**src/rtl/timer_pkg.sv**
```systemverilog
// timer_pkg: shared state and mode encodings for the programmable delay timer
package timer_pkg;
  typedef enum logic [1:0] {
    IDLE = 2'd0,
    RUN  = 2'd1,
    DONE = 2'd2
  } state_t;
  localparam logic MODE_ONESHOT  = 1'b0;
  localparam logic MODE_PERIODIC = 1'b1;
endpackage

```
**src/rtl/param_up_counter.sv**
```systemverilog
// param_up_counter: WIDTH-bit up counter with enable, sync clear and async active-low reset
// Ports: i_clk clock, i_rst_n async reset, i_en count enable, i_clr sync clear (wins over i_en),
//        o_count current count
module param_up_counter #(
  parameter int WIDTH = 11
) (
  input  logic             i_clk,
  input  logic             i_rst_n,
  input  logic             i_en,
  input  logic             i_clr,
  output logic [WIDTH-1:0] o_count
);
  logic [WIDTH-1:0] r_count;
  always_ff @(posedge i_clk or negedge i_rst_n)
    if (!i_rst_n) r_count <= '0;
    else if (i_clr) r_count <= '0;
    else if (i_en) r_count <= r_count + 1'b1;
  assign o_count = r_count;
endmodule

```
**src/rtl/programmable_delay_timer.sv**
```systemverilog
// programmable_delay_timer: counts cycles up to a latched limit, one-shot or periodic
// Ports: i_clk clock, i_rst_n async active-low reset, i_enable run request (level),
//        i_limit terminal count, i_mode 0=one-shot 1=periodic (both latched on IDLE->RUN),
//        o_count elapsed cycles, o_done one-shot complete, o_tick terminal-count pulse
module programmable_delay_timer
  import timer_pkg::*;
#(
  parameter int WIDTH = 11
) (
  input  logic             i_clk,
  input  logic             i_rst_n,
  input  logic             i_enable,
  input  logic [WIDTH-1:0] i_limit,
  input  logic             i_mode,
  output logic [WIDTH-1:0] o_count,
  output logic             o_done,
  output logic             o_tick
);
  state_t           r_state;
  logic [WIDTH-1:0] r_limit;
  logic             r_mode;
  logic             r_done;
  logic             r_tick;
  logic [WIDTH-1:0] w_count;
  logic             w_hit;
  logic             w_cnt_en;
  logic             w_cnt_clr;
  // Hit is checked before incrementing, so an all-ones limit never overflows.
  assign w_hit     = (r_state == RUN) && (w_count == r_limit);
  assign w_cnt_en  = i_enable && (r_state == RUN) && !w_hit;
  // Clear on disable, on start, and on a periodic wrap; one-shot hit and DONE simply hold.
  assign w_cnt_clr = !i_enable || (r_state == IDLE) || (w_hit && r_mode == MODE_PERIODIC);
  param_up_counter #(.WIDTH(WIDTH)) u_counter (
    .i_clk   (i_clk),
    .i_rst_n (i_rst_n),
    .i_en    (w_cnt_en),
    .i_clr   (w_cnt_clr),
    .o_count (w_count)
  );
  always_ff @(posedge i_clk or negedge i_rst_n)
    if (!i_rst_n) begin
      r_state <= IDLE;
      r_limit <= '0;
      r_mode  <= MODE_ONESHOT;
      r_done  <= 1'b0;
      r_tick  <= 1'b0;
    end else if (!i_enable) begin
      r_state <= IDLE;
      r_done  <= 1'b0;
      r_tick  <= 1'b0;
    end else if (r_state == IDLE) begin
      r_state <= RUN;
      r_limit <= i_limit;
      r_mode  <= i_mode;
      r_tick  <= 1'b0;
    end else if (r_state == RUN) begin
      r_tick <= w_hit;
      if (w_hit && r_mode == MODE_ONESHOT) begin
        r_state <= DONE;
        r_done  <= 1'b1;
      end
    end else if (r_state == DONE) begin
      r_tick <= 1'b0;
    end else begin
      r_state <= IDLE;
    end
  assign o_count = w_count;
  assign o_done  = r_done;
  assign o_tick  = r_tick;
endmodule

```
**config.mk**
```make
export PLATFORM = sky130hd
export DESIGN_NAME = programmable_delay_timer
export DESIGN_NICKNAME = d
export VERILOG_FILES = /design/src/rtl/timer_pkg.sv /design/src/rtl/param_up_counter.sv /design/src/rtl/programmable_delay_timer.sv
export SDC_FILE = /design/constraint.sdc
export NUM_CORES = 1
export LEC_CHECK = 0
export CORE_UTILIZATION = 35
export CTS_BUF_LIST = sky130_fd_sc_hd__clkbuf_8
export DETAILED_ROUTE_END_ITERATION = 16
export PLACE_DENSITY_LB_ADDON = 0.05
export SETUP_SLACK_MARGIN = 0.02
export SLEW_MARGIN = 20
export SYNTH_ARGS = -nofsm -noshare
export SYNTH_HDL_FRONTEND = slang
export SYNTH_SLANG_ARGS = --single-unit
```
**constraint.sdc**
```tcl
create_clock -name i_clk -period 2.4 [get_ports i_clk]
set_input_delay 0.48 -clock i_clk [delete_from_list [all_inputs] [get_ports i_clk]]
set_output_delay 0.48 -clock i_clk [all_outputs]
set_load 0.02 [all_outputs]
```
==> results of run 1 <==
routing by layer:
metal  global-route usage (%)  vias up  share of wire [%]
li1                         -      501                  -
met1                     19.2      526                 49
met2                     22.3       26                 44
met3                     3.44        5                4.7
met4                     7.67        0                1.8
met5                        0        -                  0
cells by family (layout without fill, tap and decap cells):
group | count (synthesis) | after routing | share of synthesized area (%)
AND/OR/NAND/NOR | 31 | 31 | 13.7
buffers and inverters | 5 | 42 | 2.28
adder cells (fa/ha/maj) | 1 | 1 | 0.951
AO/OA/AOI/OAI | 26 | 26 | 13.3
multiplexers | 13 | 13 | 11.0
flip-flops | 27 | 27 | 51.4
XOR/XNOR | 11 | 11 | 7.33
where the power goes:
group	internal [mW]	switching (mW)	total [mW]
registers	0.506	0.0415	0.547
clock network	0.115	0.136	0.251
logic	0.109	0.0733	0.182
layout make-up:
class / instances / share of cell area, %
sequential: 27 / 39.0
multi-input combinational: 82 / 35.2
timing repair buffer: 36 / 19.5
tap: 46 / 3.32
clock buffer: 3 / 2.38
inverter: 2 / 0.433
clock inverter: 1 / 0.217
through the flow:
stage	hold WS [ns]	instances	setup slack, ns	util [%]
global route	0.536	197	0.223	50.0
floorplan	0.184	114	0.498	-
detailed placement	0.483	193	0.201	48.7
global placement	0.475	193	0.249	48.7
CTS	0.505	197	0.337	50.0
finish	0.495	197	0.374	50.0
worst max-delay path, stage by stage, from the launching register on:
cell and delay (ns):
dfrtp_1 0.47, xor2_1 0.17, nor4_1 0.28, buf_4 0.18
a31o_1 0.40, buf_4 0.22, o2111ai_1 0.12, o31ai_1 0.09
sequential cells by signal, indices dropped and copies added (netlist names):
signal and cells:
o_done 1, o_tick 1, r_limit 11, r_mode 1
r_state 2, u_counter.o_count 11
worst paths after layout:
path	startpoint	to	slack (ns)
worst max-delay path	u_counter.o_count[6]$_DFFE_PN0P_	u_counter.o_count[4]$_DFFE_PN0P_	0.37
worst min-delay path	o_done$_DFFE_PN0P_	o_done$_DFFE_PN0P_	0.50
worst max register to register	u_counter.o_count[6]$_DFFE_PN0P_	u_counter.o_count[4]$_DFFE_PN0P_	0.37
worst min register to register	o_done$_DFFE_PN0P_	o_done$_DFFE_PN0P_	0.50
max in group asynchronous	i_rst_n	r_limit[9]$_DFFE_PN0P_	1.57
min in group asynchronous	i_rst_n	u_counter.o_count[2]$_DFFE_PN0P_	0.56
layout by cell type, fill, tap and decap left out:
cell              n
a21boi_0          1
a21oi_1           7
a31o_1            1
a31oi_1           1
and4_4            1
buf_4             9
clkbuf_8          3
clkdlybuf4s50_1  27
dfrtp_1          27
ha_1              1
inv_1             3
mux2_2           12
mux2i_1           1
nand2_1           5
nand3_1           6
nand4_1           4
nor2_1            3
nor2b_1           2
nor3b_1           1
nor4_1            2
o2111ai_1         2
o21a_1            3
o21ai_0           2
o21bai_1          1
o31ai_1           8
or3_1             1
or4_1             6
xnor2_1           3
xor2_1            8
==> run summary, run 1 <==
outcome: finished, final reports clean
GP Congestion: 0.756
Main synth FF type: dfrtp_1
crit path DAT: 2.20 ns
H-tree depth: 1
final worst-path cycle share: 84.4%
Setup Crit Path Kind: reg2reg
Reg area: 676 sq um
number of synthesized flops with an enable pin: 0
final antenna-violating net count: 0
Worst Path Required: 2.58 ns
final setup vio count: 0
Layout area overhead: 31.8%
Final #Nets: 168
Synth Register Bits: 27
total negative slack: 0 ns
DIE HEIGHT: 63.3 microns
vias per inst: 5.37
count leader, synth: dfrtp_1
Root Driver: clkbuf_8
RSZ-0062 raised after global routing: no
Worst VDD drop: 0.438 mV
transition time of the tightest slew-check pin: 0.419 ns
Power Density: 566 nW/um^2
CP Launch Type: flip-flop
drt first pass iters: 4
Leakage: 0.683 nW
most frequent cells after synthesis: dfrtp_1, mux2_2, o31ai_1, xor2_1, a21oi_1
Pwr Total: 0.981 mW
Worst Hold Class: reg2reg
min Tclk post-route: 2.03 ns
drt drc: 0
syn nets: 130
hold depth: 1
register area share after synthesis: 51.4%
Synth async-reset ratio: 100%
via count: 1058
core area: 3470 sq um
row count: 21
antenna cells: 0
remaining global-route overflow: 0
initial antenna violation count: 0
Area contributors post-synth: dfrtp_1, mux2_2, xor2_1
worst-path maximum fanout: 15
Mapped Area: 1320 sq um
# clock sinks: 27
Syn Area/Cell: 11.5 sq um
synth warn: 0
Worst-Skew Late Latency: 0.27 ns
Clock Tree Buf Depth: 2
Slew HR: 72.1%
largest net degree at the start of global routing: 28
hold-fix buffers at CTS: 0
CTS tree: built
fmax: 0.494 GHz
final instance area: 1730 sq um
Cells after Synth: 114
I/O pin count: 28
max-cap violations: 0
wire per inst: 13.8 microns
GRT Overall Usage: 14.6%
multi-input logic area: 609 sq um
FF-to-FF path depth: 7
top-area cell type share of the netlist area: 51.4%
CP endpoint kind: flip-flop
post-synth top area cell: dfrtp_1
Placed Area: 1690 sq um
initial DRC count: 39
share of layout cells above drive strength 1: 16.6%
WL final: 2720 microns
I/O Buffers: 27
Initial Utilization: 37.9%
Hold Fails Final Rpt: 0
vias in the first global route: 961
cts bufs inserted: 3
clock skew: 0.00481 ns
Filler Cells Inserted: 361
dpl hpwl: 2070 microns
Yosys cell types: 29
fin. max-slew vios: 0
Worst-path clk slew: 0.09 ns
# resized after CTS: 0
Setup Fix Bufs, Post-CTS: 0
global-route wire length before repair: 4460 microns
die area: 4010 sq um
Die W: 63.3 microns
No activity file was read; power rests on OpenSTA's default activity.
==> run 2: changes to the inputs <==
Clock period 2.4 ns to 1.8 ns, I/O delays scaled along.
==> run summary, run 2 (same netlist as run 1, synthesis figures left out) <==
worst-path maximum fanout: 6 (was 15)
Worst-Skew Late Latency: 0.28 ns (was 0.27 ns)
DP Worst Slack: -0.241 ns (was 0.201 ns)
DIE HEIGHT: 63.3 microns (unchanged)
drt first pass iters: 4 (unchanged)
Initial Utilization: 37.9% (unchanged)
fin. max-slew vios: 0 (unchanged)
GRT Overall Usage: 17.1% (was 14.6%)
commonest cells after routing, fill and taps aside: buf_4, dfrtp_1, clkdlybuf4s50_1, mux2_2, dfrtp_2 (was clkdlybuf4s50_1, dfrtp_1, mux2_2, buf_4)
final worst-path cycle share: 97.5% (was 84.4%)
vias in the first global route: 1176 (was 961)
CTS tree: built (unchanged)
Clock Tree Buf Depth: 2 (unchanged)
outcome: finished, final reports clean (unchanged)
Worst Hold Class: in2async (was reg2reg)
clock skew: 0.00495 ns (was 0.00481 ns)
final instance area: 1980 sq um (was 1730 sq um)
drt drc: 0 (unchanged)
H-tree depth: 1 (unchanged)
Worst VDD drop: 0.331 mV (was 0.438 mV)
Power Density: 714 nW/um^2 (was 566 nW/um^2)
Final WS setup: 0.0450 ns (was 0.374 ns)
die area: 4010 sq um (unchanged)
initial DRC count: 58 (was 39)
GP Congestion: 0.786 (was 0.756)
row count: 21 (unchanged)
WL final: 3080 microns (was 2720 microns)
vias per inst: 5.15 (was 5.37)
Pwr Total: 1.41 mW (was 0.981 mW)
antenna cells: 0 (unchanged)
Final #Nets: 187 (was 168)
wire per inst: 14.3 microns (was 13.8 microns)
# clock sinks: 27 (unchanged)
Slew HR: 76.8% (was 72.1%)
crit-path max cell delay: 0.51 ns (was 0.47 ns)
critical path's top delay family: simple AND/OR/NAND/NOR gates (was compound AO/OA/AOI/OAI gates)
CP Launch Type: flip-flop (unchanged)
Leakage: 0.924 nW (was 0.683 nW)
Worst Path Buf+Inv: 0 (was 2)
CP endpoint kind: flip-flop (unchanged)
Setup Crit Path Kind: reg2reg (unchanged)
Worst R2R End: u_counter.o_count[7]$_DFFE_PN0P_ (was u_counter.o_count[4]$_DFFE_PN0P_)
Filler Cells Inserted: 335 (was 361)
Worst-path clk slew: 0.10 ns (was 0.09 ns)
final antenna-violating net count: 0 (unchanged)
crit path cell chain: xnor2_1 -> and4_4 -> a31o_2 -> or4_1 -> a21oi_1 (was xor2_1 -> nor4_1 -> buf_4 -> a31o_1 -> buf_4 -> o2111ai_1 -> o31ai_1)
Hold Fails Final Rpt: 0 (unchanged)
I/O Buffers: 27 (unchanged)
global-route wire length before repair: 5290 microns (was 4460 microns)
share of layout cells above drive strength 1: 37.6% (was 16.6%)
commonest non-fill, non-tap cell in the layout: buf_4
RSZ-0062 raised after global routing: yes (was no)
final setup vio count: 0 (unchanged)
remaining global-route overflow: 0 (unchanged)
cts bufs inserted: 3 (unchanged)
Die W: 63.3 microns (unchanged)
max-cap violations: 0 (unchanged)
min Tclk post-route: 1.76 ns (was 2.03 ns)
crit path DAT: 1.96 ns (was 2.20 ns)
Placed Area: 1830 sq um (was 1690 sq um)
transition time of the tightest slew-check pin: 0.348 ns (was 0.419 ns)
fmax: 0.570 GHz (was 0.494 GHz)
FF-to-FF Start: u_counter.o_count[0]$_DFFE_PN0P_ (was u_counter.o_count[6]$_DFFE_PN0P_)
core area: 3470 sq um (unchanged)
R2R Setup Slk: 0.04 ns (was 0.37 ns)
Layout area overhead: 50.2% (was 31.8%)
I/O pin count: 28 (unchanged)
Root Driver: clkbuf_8 (unchanged)
Layout Utilization: 57.0% (was 50.0%)
initial antenna violation count: 0 (unchanged)
total negative slack: 0 ns (unchanged)
critical path's slowest cell: or4_1 (was dfrtp_1)
largest net degree at the start of global routing: 28 (unchanged)
dpl hpwl: 2270 microns (was 2070 microns)
Worst Path Required: 2.01 ns (was 2.58 ns)
via count: 1113 (was 1058)
FF-to-FF path depth: 5 (was 7)
hold-fix buffers at CTS: 0 (unchanged)
run 2: cell count changes in the layout (fill, tap and decap cells not counted), moves of 3 or more:
cell	change
xor2_2	+4
dfrtp_2	+10
buf_4	+18
dlygate4sd2_1	+3
dfrtp_1	-10
clkdlybuf4s50_1	-11
dlymetal6s2s_1	+8
xor2_1	-4
run 2: where the power goes:
group / switching (mW) / internal, mW
Combinational: 0.140 / 0.188
Clock: 0.197 / 0.156
Sequential: 0.0551 / 0.675
run 2: area by class of cell:
type,count,area (sq um),area share [%]
well taps,46,57.6,2.91
flip-flops and latches,27,688,34.8
inverters,2,7.51,0.380
clock inverters,1,5.00,0.253
repair buffers,54,489,24.8
clock buffers,3,41.3,2.09
multi-input cells,83,687,34.8
run 2: repair_timing:
item                                   4_1_cts  5_1_grt
pin swaps                                    3        4
endpoints found under the hold margin        0        0
setup endpoints to repair                   13       22
resized for setup                            4       18
setup buffers                                2        0
cloned                                       1        0
run 2: worst max path at each step:
stage,slack (ns),start,cells after the start,to
after floorplan,0.02,u_counter.o_count[0]$_DFFE_PN0P_,6,u_counter.o_count[5]$_DFFE_PN0P_
after global placement,-0.19,i_enable,5,u_counter.o_count[9]$_DFFE_PN0P_
after detailed placement,-0.24,i_enable,5,u_counter.o_count[9]$_DFFE_PN0P_
after CTS,0.02,u_counter.o_count[4]$_DFFE_PN0P_,6,u_counter.o_count[3]$_DFFE_PN0P_
after global routing,-0.05,u_counter.o_count[7]$_DFFE_PN0P_,5,u_counter.o_count[7]$_DFFE_PN0P_
final,0.04,u_counter.o_count[0]$_DFFE_PN0P_,5,u_counter.o_count[7]$_DFFE_PN0P_
run 2: metal layers:
metal	routed length (microns)	part of all wire [%]	track usage (%)	vias up
li1	-	-	-	540
met4	48	1.6	8.24	0
met2	1350	44	26.5	30
met5	0	0	0	-
met1	1500	49	23.5	538
met3	184	6.0	2.36	5
run 2: metrics by stage:
step                      hold WS (ns)  std cells
after floorplan                 0.0644        114
after CTS                        0.467        216
final                            0.450        216
after global routing             0.493        216
after detailed placement         0.497        209
after global placement           0.478        209
run 2: worst reg2reg max path, cell delays in order, from the launching register on:
cell and delay (ns):
dfrtp_2 0.43, xnor2_1 0.12, and4_4 0.20, a31o_2 0.29, or4_1 0.51, a21oi_1 0.13
==> run 3: changes to the inputs <==
--- a/config.mk
+++ b/config.mk
@@ -11,5 +11,4 @@
 export PLACE_DENSITY_LB_ADDON = 0.05
 export SETUP_SLACK_MARGIN = 0.02
-export SLEW_MARGIN = 20
 export SYNTH_ARGS = -nofsm -noshare
 export SYNTH_HDL_FRONTEND = slang
==> constraint.sdc (replaced) <==
create_clock -name i_clk -period 1.8 [get_ports i_clk]
set_input_delay 0.27 -clock i_clk [delete_from_list [all_inputs] [get_ports i_clk]]
set_output_delay 0.27 -clock i_clk [all_outputs]
set_load 0.02 [all_outputs]
==> run summary, run 3 (same netlist as run 1, synthesis figures left out) <==
Filler Cells Inserted: 331 (was 335)
final antenna-violating net count: 0 (unchanged)
CP endpoint kind: flip-flop (unchanged)
Clock Tree Buf Depth: 2 (unchanged)
largest net degree at the start of global routing: 28 (unchanged)
Setup Crit Path Kind: reg2reg (unchanged)
Worst Path Required: 2.01 ns (about the same)
dpl hpwl: 2240 microns (was 2270 microns)
vias in the first global route: 1105 (was 1176)
wire per inst: 14.2 microns (was 14.3 microns)
row count: 21 (unchanged)
min Tclk post-route: 1.76 ns (about the same)
CTS tree: built (unchanged)
commonest non-fill, non-tap cell in the layout: clkdlybuf4s50_1 (was buf_4)
final instance area: 1980 sq um (about the same)
share of layout cells above drive strength 1: 39.9% (was 37.6%)
WL final: 3050 microns (was 3080 microns)
Die W: 63.3 microns (unchanged)
via count: 1106 (was 1113)
Worst Path Buf+Inv: 0 (unchanged)
antenna cells: 0 (unchanged)
final worst-path cycle share: 98.0% (was 97.5%)
die area: 4010 sq um (unchanged)
Layout Utilization: 57.1% (was 57.0%)
vias per inst: 5.17 (was 5.15)
Placed Area: 1830 sq um (about the same)
DP Worst Slack: -0.152 ns (was -0.241 ns)
Layout area overhead: 50.6% (was 50.2%)
core area: 3470 sq um (unchanged)
commonest cells after routing, fill and taps aside: clkdlybuf4s50_1, buf_4, dfrtp_1, mux2_2, dfrtp_2 (was buf_4, dfrtp_1, clkdlybuf4s50_1, mux2_2, dfrtp_2)
transition time of the tightest slew-check pin: 0.349 ns (was 0.348 ns)
critical path's top delay family: simple AND/OR/NAND/NOR gates (unchanged)
Non-Filler Instances: 214 (was 216)
worst-path maximum fanout: 5 (was 6)
drt first pass iters: 4 (unchanged)
I/O Buffers: 27 (unchanged)
hold-fix buffers at CTS: 0 (unchanged)
fmax: 0.567 GHz (was 0.570 GHz)
final setup vio count: 0 (unchanged)
Slew HR: 76.7% (was 76.8%)
crit path DAT: 1.97 ns (was 1.96 ns)
fin. max-slew vios: 0 (unchanged)
# clock sinks: 27 (unchanged)
Worst VDD drop: 0.327 mV (was 0.331 mV)
Initial Utilization: 37.9% (unchanged)
crit path cell chain: xnor2_1 -> and4_4 -> a31o_2 -> or4_4 -> a21oi_2 (was xnor2_1 -> and4_4 -> a31o_2 -> or4_1 -> a21oi_1)
dpl cells: 208 (was 209)
critical path's slowest cell: or4_4 (was or4_1)
DIE HEIGHT: 63.3 microns (unchanged)
Final #Nets: 185 (was 187)
drt drc: 0 (unchanged)
Hold Fails Final Rpt: 0 (unchanged)
max-cap violations: 0 (unchanged)
initial DRC count: 46 (was 58)
Final WS setup: 0.0354 ns (was 0.0450 ns)
CP Launch Type: flip-flop (unchanged)
Root Driver: clkbuf_8 (unchanged)
outcome: finished, final reports clean (unchanged)
crit-path max cell delay: 0.52 ns (was 0.51 ns)
global-route wire length before repair: 5390 microns (was 5290 microns)
clock skew: 0.00652 ns (was 0.00495 ns)
Worst-path clk slew: 0.09 ns (was 0.10 ns)
Worst-Skew Late Latency: 0.28 ns (about the same)
Leakage: 0.763 nW (was 0.924 nW)
I/O pin count: 28 (unchanged)
initial antenna violation count: 0 (unchanged)
GRT Overall Usage: 17.4% (was 17.1%)
remaining global-route overflow: 0 (unchanged)
cts bufs inserted: 3 (unchanged)
Worst Hold Class: in2async (unchanged)
Power Density: 709 nW/um^2 (was 714 nW/um^2)
RSZ-0062 raised after global routing: yes (unchanged)
GP Congestion: 0.780 (was 0.786)
H-tree depth: 1 (unchanged)
run 3: cell count changes in the layout (fill, tap and decap cells not counted), sizes merged:
| cell | before | now |
|---|---|---|
| dlygate4sd2 | 3 | 0 |
| dlymetal6s2s | 8 | 0 |
| clkdlybuf4s50 | 16 | 27 |
| inv | 2 | 3 |
| clkinv | 1 | 0 |
| buf | 27 | 25 |
run 3: final cells by class:
class,count,area (sq um),area share (%)
Clock buffer,3,41.3,2.08
Clock inverter,1,3.75,0.190
Inverter,2,7.51,0.379
Multi-Input combinational cell,83,721,36.4
Sequential cell,27,688,34.7
Tap cell,46,57.6,2.91
Timing Repair Buffer,52,462,23.3
run 3: worst reg2reg max path, cell delays in order, from the launching register on:
cell	delay, ns
dfrtp_2	0.43
xnor2_1	0.12
and4_4	0.20
a31o_2	0.29
or4_4	0.52
a21oi_2	0.12
run 3: repair_timing:
item	4_1_cts	5_1_grt
resized for setup	3	16
pin swaps	3	4
endpoints found under the setup margin	10	12
cloned	1	0
buffers inserted	1	0
run 3: per-layer routing:
| layer | GRT usage, % | vias to the layer above | wire, microns |
|---|---|---|---|
| met4 | 7.67 | 0 | 51 |
| li1 | - | 539 | - |
| met1 | 24.4 | 531 | 1470 |
| met5 | 0 | - | 0 |
| met3 | 3.26 | 5 | 140 |
| met2 | 26.1 | 31 | 1390 |
run 3: per-stage QoR:
stage | power [mW] | setup TNS (ns) | hold WS, ns
4_1_cts | 1.37 | 0 | 0.373
3_5_place_dp | 1.02 | -1.13 | 0.497
5_1_grt | 1.48 | -0.130 | 0.380
2_1_floorplan | 0.902 | 0 | -0.0256
3_3_place_gp | 1.01 | -0.867 | 0.478
6_report | 1.40 | 0 | 0.351
run 3: path summary, 6_finish.rpt:
check	startpoint	to	slack, ns	depth (start not counted)
worst max-delay path	u_counter.o_count[0]$_DFFE_PN0P_	u_counter.o_count[9]$_DFFE_PN0P_	0.04	5
worst min-delay path	i_rst_n	r_state[1]$_DFFE_PN0P_	0.35	2
worst max register to register	u_counter.o_count[0]$_DFFE_PN0P_	u_counter.o_count[9]$_DFFE_PN0P_	0.04	5
worst min register to register	o_done$_DFFE_PN0P_	o_done$_DFFE_PN0P_	0.51	1
max in group asynchronous	i_rst_n	u_counter.o_count[6]$_DFFE_PN0P_	1.16	2
min in group i_clk	o_done$_DFFE_PN0P_	o_done$_DFFE_PN0P_	0.51	1
run 3: report_power, final:
group	switching, mW	internal, mW
registers	0.0559	0.675
logic	0.141	0.189
clock network	0.190	0.153
total	0.387	1.02
